<file path="src/rtl/line_clear_ctrl.sv">
// Line-clear sequencer: drops full playfield rows, compacts and back-fills blanks.
// Option: LINE_CLEAR_SKIP_REDUNDANT_WR_EN suppresses self-writes before the first full row.
module line_clear_ctrl #(
  parameter int ROWS = 20,
  parameter int COLS = 10,
  parameter int RW   = $clog2(ROWS),
  parameter int CW   = $clog2(ROWS+1)
) (
  input  logic            clk,
  input  logic            rst,
  input  logic            start,
  output logic            busy,
  output logic            done,
  output logic [CW-1:0]   lines_cleared,
  output logic [RW-1:0]   pf_rd_row,
  input  logic [4*COLS-1:0] pf_rd_data,
  output logic            pf_wr_en,
  output logic [RW-1:0]   pf_wr_row,
  output logic [4*COLS-1:0] pf_wr_data
);

  // Tile codes that leave a cell open
  localparam logic [3:0] BLANK = 4'd0;
  localparam logic [3:0] GHOST = 4'd9;

  typedef enum logic [1:0] {IDLE, SCAN, FILL, DONE} state_t;

  state_t        state, state_nx;
  logic [RW-1:0] src, src_nx;
  logic [RW-1:0] dst, dst_nx;
  logic [CW-1:0] cnt, cnt_nx;
  logic          full;

  always_comb begin
    full = 1'b1;
    for (int c = 0; c < COLS; c++) begin
      if (pf_rd_data[4*c +: 4] == BLANK ||
          pf_rd_data[4*c +: 4] == GHOST)
        full = 1'b0;
    end
  end

  always_ff @(posedge clk or posedge rst) begin
    if (rst) begin
      state <= IDLE;
      src   <= '0;
      dst   <= '0;
      cnt   <= '0;
    end else begin
      state <= state_nx;
      src   <= src_nx;
      dst   <= dst_nx;
      cnt   <= cnt_nx;
    end
  end

  always_comb begin
    state_nx   = state;
    src_nx     = src;
    dst_nx     = dst;
    cnt_nx     = cnt;
    pf_rd_row  = '0;
    pf_wr_en   = 1'b0;
    pf_wr_row  = '0;
    pf_wr_data = '0;
    unique case (state)
      IDLE: begin
        if (start) begin
          state_nx = SCAN;
          src_nx   = RW'(ROWS-1);
          dst_nx   = RW'(ROWS-1);
          cnt_nx   = '0;
        end
      end
      SCAN: begin
        pf_rd_row = src;
        if (full) begin
          cnt_nx = cnt + CW'(1);
        end else begin
`ifdef LINE_CLEAR_SKIP_REDUNDANT_WR_EN
          pf_wr_en = (src != dst);
`else
          pf_wr_en = 1'b1;
`endif
          pf_wr_row  = dst;
          pf_wr_data = pf_rd_data;
          if (dst != '0)
            dst_nx = dst - RW'(1);
        end
        if (src != '0)
          src_nx = src - RW'(1);
        else
          state_nx = (cnt_nx != '0) ? FILL : DONE;
      end
      FILL: begin
        pf_wr_en  = 1'b1;
        pf_wr_row = dst;
        if (dst != '0)
          dst_nx = dst - RW'(1);
        else
          state_nx = DONE;
      end
      DONE: begin
        state_nx = IDLE;
      end
    endcase
  end

  assign busy          = (state == SCAN) || (state == FILL);
  assign done          = (state == DONE);
  assign lines_cleared = cnt;

endmodule

</file>
<file path="config.mk">
export PLATFORM = sky130hd
export DESIGN_NAME = line_clear_ctrl
export DESIGN_NICKNAME = d
export VERILOG_FILES = /design/src/rtl/line_clear_ctrl.sv
export SDC_FILE = /design/constraint.sdc
export NUM_CORES = 1
export LEC_CHECK = 0
export BUFFER_PORTS_ARGS = -buffer_cell sky130_fd_sc_hd__buf_2
export CAP_MARGIN = 40
export CORE_MARGIN = 10
export CORE_UTILIZATION = 40
export DETAILED_ROUTE_END_ITERATION = 10
export GPL_TIMING_DRIVEN = 1
export PLACE_DENSITY = 0.73
export SYNTH_ARGS = -nofsm -noshare
export SYNTH_HDL_FRONTEND = slang
export SYNTH_SLANG_ARGS = --single-unit
export TNS_END_PERCENT = 100
</file>
<file path="constraint.sdc">
create_clock -name clk -period 2.5 [get_ports clk]
set_clock_uncertainty 0.05 [all_clocks]
set_input_delay 0 -clock clk [delete_from_list [all_inputs] [get_ports clk]]
set_output_delay 0 -clock clk [all_outputs]
set_load 0.01 [all_outputs]
</file>
Word-level counts from Yosys, hierarchy flattened
Index checks and enable logic that the tools add are counted.

word-level totals
  bits in registers = 17
  input bits = 43
  logic and storage cells = 88

operators by class
  add/subtract/negate cells = 3
  equality and inequality tests = 18
  mux-type cells = 32
  reductions and logical operators = 31

operator list
  kind                 number
  $mux 40              2
  $mux 5               9
  $eq 4x4->1 const B   10
  $logic_not 4->1      10
  $pmux 5 s2           3
  $pmux 5 s3           1
  $reduce_bool 5->1    3
  $mux 1               12
  $logic_or 1x1->1     11
  $ne 2x2->1 const B   5
  $sub 5x1->5 const B  2
  $reduce_and 3->1     3
  $pmux 2 s4           1
  $mux 2               3
  $add 5x1->5 const B  1
  $eq 2x2->1 const B   2
  $reduce_bool 3->1    1
  $eq 2x1->1 const B   1
  $logic_not 2->1      1
  $pmux 1 s2           1
  $reduce_and 2->1     1
  $reduce_bool 2->1    1

Depth between registers and ports, before layout
  word-level depth = 18
  gate-level depth with buffers = 8
  mapped depth without buffers = 8

Worst setup path before layout
No wires, ideal clock.

  path type = register to register
  from = register dst[0]
  to = register state[0]
  library setup time = 0.123 ns
  data arrival time = 2.001 ns
  required time = 2.327 ns
  setup slack = 0.327 ns
  stages on the path, launching flop included = 9
  path through = dfrtp_1 inv_1 ha_1 nor4b_1 inv_1 a221oi_1 nand2_1 a311o_1 o221a_2

on the way
  cells in the longest elaborated chain, start to end = 3

RTL lines
  what                               line  text
  start, declared                    30    logic [RW-1:0] dst, dst_nx;
  start signal, assigned             52    dst <= dst_nx;
  $reduce_bool 5->1                  98    if (dst != '0)
  $ne 2x2->1 (no source line)        -
  $reduce_and 3->1 (no source line)  -
  end signal, assigned               50    state <= state_nx;
  end, declared                      28    state_t state, state_nx;

No other way between the ends.
A chain may end at the register's enable or synchronous reset.

Worst setup path in the final report
Same ends and word-level chain as after synthesis.

==> flow_metrics.tcl <==
set metrics [dict create \
    status "completed" \
    hpwl_microns 4590 \
    drc_errors 0 \
    worst_path_max_delay_cell "nor4b_1" \
    synth_top_family_by_area "simple AND/OR/NAND/NOR gates" \
    power_density_nw_per_um2 982 \
    hold-path-cell-count 3 \
    syn_nets 258 \
    netlist_instances 205 \
    die-area_sq_um 7020 \
    synth_area_sq_um 1630 \
    rsz0062_at_grt "no" \
    ys_ff_latch 17 \
    cp_max_fo 3 \
    seq_area_sq_um 425 \
    synth-compound-area-share_pct 14.1 \
    first_global_vias 1760 \
    r2r_end "state[0]" \
    min_path_type "input port to flop" \
    finalCritPeriodShare_pct 92.2 \
    multi_input_area_sq_um 1140 \
    clk_pin_slew_ps 70 \
    syn_area_per_cell_sq_um 7.93 \
    synth-seq-area-share_pct 26.2 \
    layout-drive-gt1-share_pct 37.1 \
    wl_per_cell_microns 15.1 \
    hold_viol_final 0 \
    setup_viol 0 \
    yosysMostFrequentCell "and2_1" \
    max_freq_ghz 0.434 \
    yosysTopAreaCell "dfrtp_1" \
    start_kind "flop" \
    gp_congestion 0.806 \
    synth_area_leaders "dfrtp_1, and2_1, ha_1" \
    fillerInstances 400 \
    first_pass_iters 4 \
    drt_iter0_markers 63 \
    slew_violations 0 \
    worst_path_most_repeated_cell "inv_1" \
    reg2reg_depth 8 \
    arrival_ps 2400 \
    rows 23 \
    antenna_found_initial 0 \
    finalWirelength_microns 5370 \
    grt_pass1_wl_microns 8880 \
    muxShareOfSynthArea_pct 1.23 \
    die_w_microns 83.8 \
    synthArstFlopShare_pct 100 \
    post-cts-setup-buffers 0 \
    rrSetupSlack_ps 200 \
    yosys.area_share.adder_pct 7.69 \
    synth-simple-area-share_pct 37.7 \
    worstHoldStart "start" \
    root_buffer "clkbuf_8" \
    buffer_ports.inserted 100 \
    yosysWarnings 0 \
    grt_use_total_pct 15.0 \
    num_vias 1738 \
    grt_max_degree 41 \
    required_ps 2590 \
    final_nets 361 \
    end_kind "flop" \
    power_leakage_uw 0.00122 \
    core_area_sq_um 3970 \
    area_growth_pct 38.5 \
    synth.top_cell.area_share_pct 26.2 \
    numCtsBuffers 3 \
    dieHeight_microns 83.8 \
    clock_sinks 17 \
    synth_edf_count 0 \
    worst_pin_slew_ps 731 \
    cts_tree "done" \
    clk_path_buf_depth 2 \
    maxSlewHeadroom_pct 51.1 \
    yosys-top-cells-count "and2_1, dfrtp_1, nor2_1" \
    n_antenna_cell 0 \
    overflow 0 \
    ios 101 \
    finalSetupTns_ps 0 \
    whs_ps 20.9 \
    via_per_inst 4.87 \
    clk-insertion-delay-late_ps 250 \
    r2r-start "dst[0]" \
    period_needed_ps 2300 \
    fin_total_pwr_uw 2210 \
    ctsResizeCount 0 \
    worst-setup-path-type "flop to flop" \
    ant_nets 0 \
    ir_drop_uv 575 \
    yosysUniqueCellTypes 40 \
    h-tree-depth 1 \
    initial_utilization_pct 41.0 \
    crit_chain "inv_1 -> ha_1 -> nor4b_1 -> inv_1 -> a221oi_1 -> nand2_1 -> a311o_1 -> o221a_2" \
    crit_path_max_incr_delay_ps 420 \
    min_to "src[4]" \
    synthFlopType "dfrtp_1" \
    maxCapViolations 0 \
    synth_xor_area_share_pct 9.15 \
]
==> routing by layer <==
layer  share of wire [%]  GRT usage (%)  wire length, microns  vias up
li1                    -              -                     -      908
met4                0.86           3.04                    46        0
met2                  56           28.0                  3000       27
met1                  40           16.5                  2150      797
met5                   0              0                     0        -
met3                 3.3           3.52                   177        6
==> cells by family (layout without fill, tap and decap cells) <==
family	count (synthesis)	count (layout)
mux	2	2
compound gates	32	32
simple gates	110	110
fa+ha+maj	10	10
flops	17	17
buf+inv	17	119
xor+xnor	17	17
==> metrics by stage <==
| step | cells | util [%] | instance area, sq um | setup slack [ps] |
|---|---|---|---|---|
| after global placement | 352 | 55.3 | 2200 | 328 |
| after detailed placement | 352 | 55.3 | 2200 | 182 |
| after floorplan | 205 | - | 1630 | 327 |
| after CTS | 357 | 56.7 | 2250 | 173 |
| after global routing | 357 | 56.7 | 2250 | 49.4 |
| final | 357 | 56.7 | 2250 | 196 |
==> area by class of cell <==
type                            count  share of cell area, %
Inverter                           10                   1.67
Multi-Input combinational cell    171                   50.6
Clock inverter                      1                  0.222
Sequential cell                    17                   18.9
Clock buffer                        3                   1.83
Tap cell                           50                   2.78
Timing Repair Buffer              105                   24.0
==> worst max-delay path, delay by kind of cell (launching register included) <==
family | cells | cell delay (ps)
compound gates | 3 | 790
simple gates | 2 | 560
flops | 1 | 390
buf+inv | 2 | 230
fa+ha+maj | 1 | 170
==> how the worst max path moves through the flow <==
stage | start | to | slack (ps) | depth (start not counted)
6_report | dst[0] | state[0] | 200 | 8
5_1_grt | state[0] | src[4] | 50 | 7
4_1_cts | dst[0] | state[0] | 170 | 8
3_5_place_dp | dst[0] | state[0] | 180 | 8
3_3_place_gp | dst[0] | state[0] | 330 | 8
2_1_floorplan | dst[0] | state[0] | 330 | 8
==> where the power goes <==
part / internal (uW) / switching (uW) / total (uW) / leakage (uW)
sequential: 371 / 112 / 483 / 0.000204
clock: 111 / 97.2 / 208 / 0.0000255
combinational: 670 / 850 / 1520 / 0.000992
total: 1150 / 1060 / 2210 / 0.00122
==> flip-flops by register name, indices dropped and copies added, names as in the netlist <==
register       count
dst                5
lines_cleared      5
src                5
state              2
==> cells in the final DEF, fill, tap and decap left out, types with 2 or more instances in the layout <==
| cell | count |
|---|---|
| a21oi_1 | 3 |
| xor2_1 | 10 |
| mux2i_1 | 2 |
| and3_1 | 2 |
| nor3_1 | 11 |
| or2_2 | 2 |
| clkbuf_8 | 3 |
| nor2_1 | 15 |
| o31a_1 | 2 |
| nand2_1 | 13 |
| o32ai_1 | 2 |
| buf_4 | 4 |
| ha_1 | 10 |
| o21ai_0 | 8 |
| nor4_1 | 2 |
| inv_1 | 10 |
| o21a_1 | 3 |
| dfrtp_1 | 17 |
| xnor2_1 | 7 |
| nor4b_1 | 2 |
| nor3b_1 | 2 |
| and2_1 | 48 |
| a22oi_1 | 3 |
| buf_2 | 100 |
| a311o_1 | 3 |
| nand3_1 | 4 |
| nor2b_1 | 3 |
==> repair_timing <==
item,4_1_cts,5_1_grt
setup endpoints to repair,0,0
endpoints found under the hold margin,17,0
hold buffers,1,0
No activity file was read; power rests on OpenSTA's default activity.
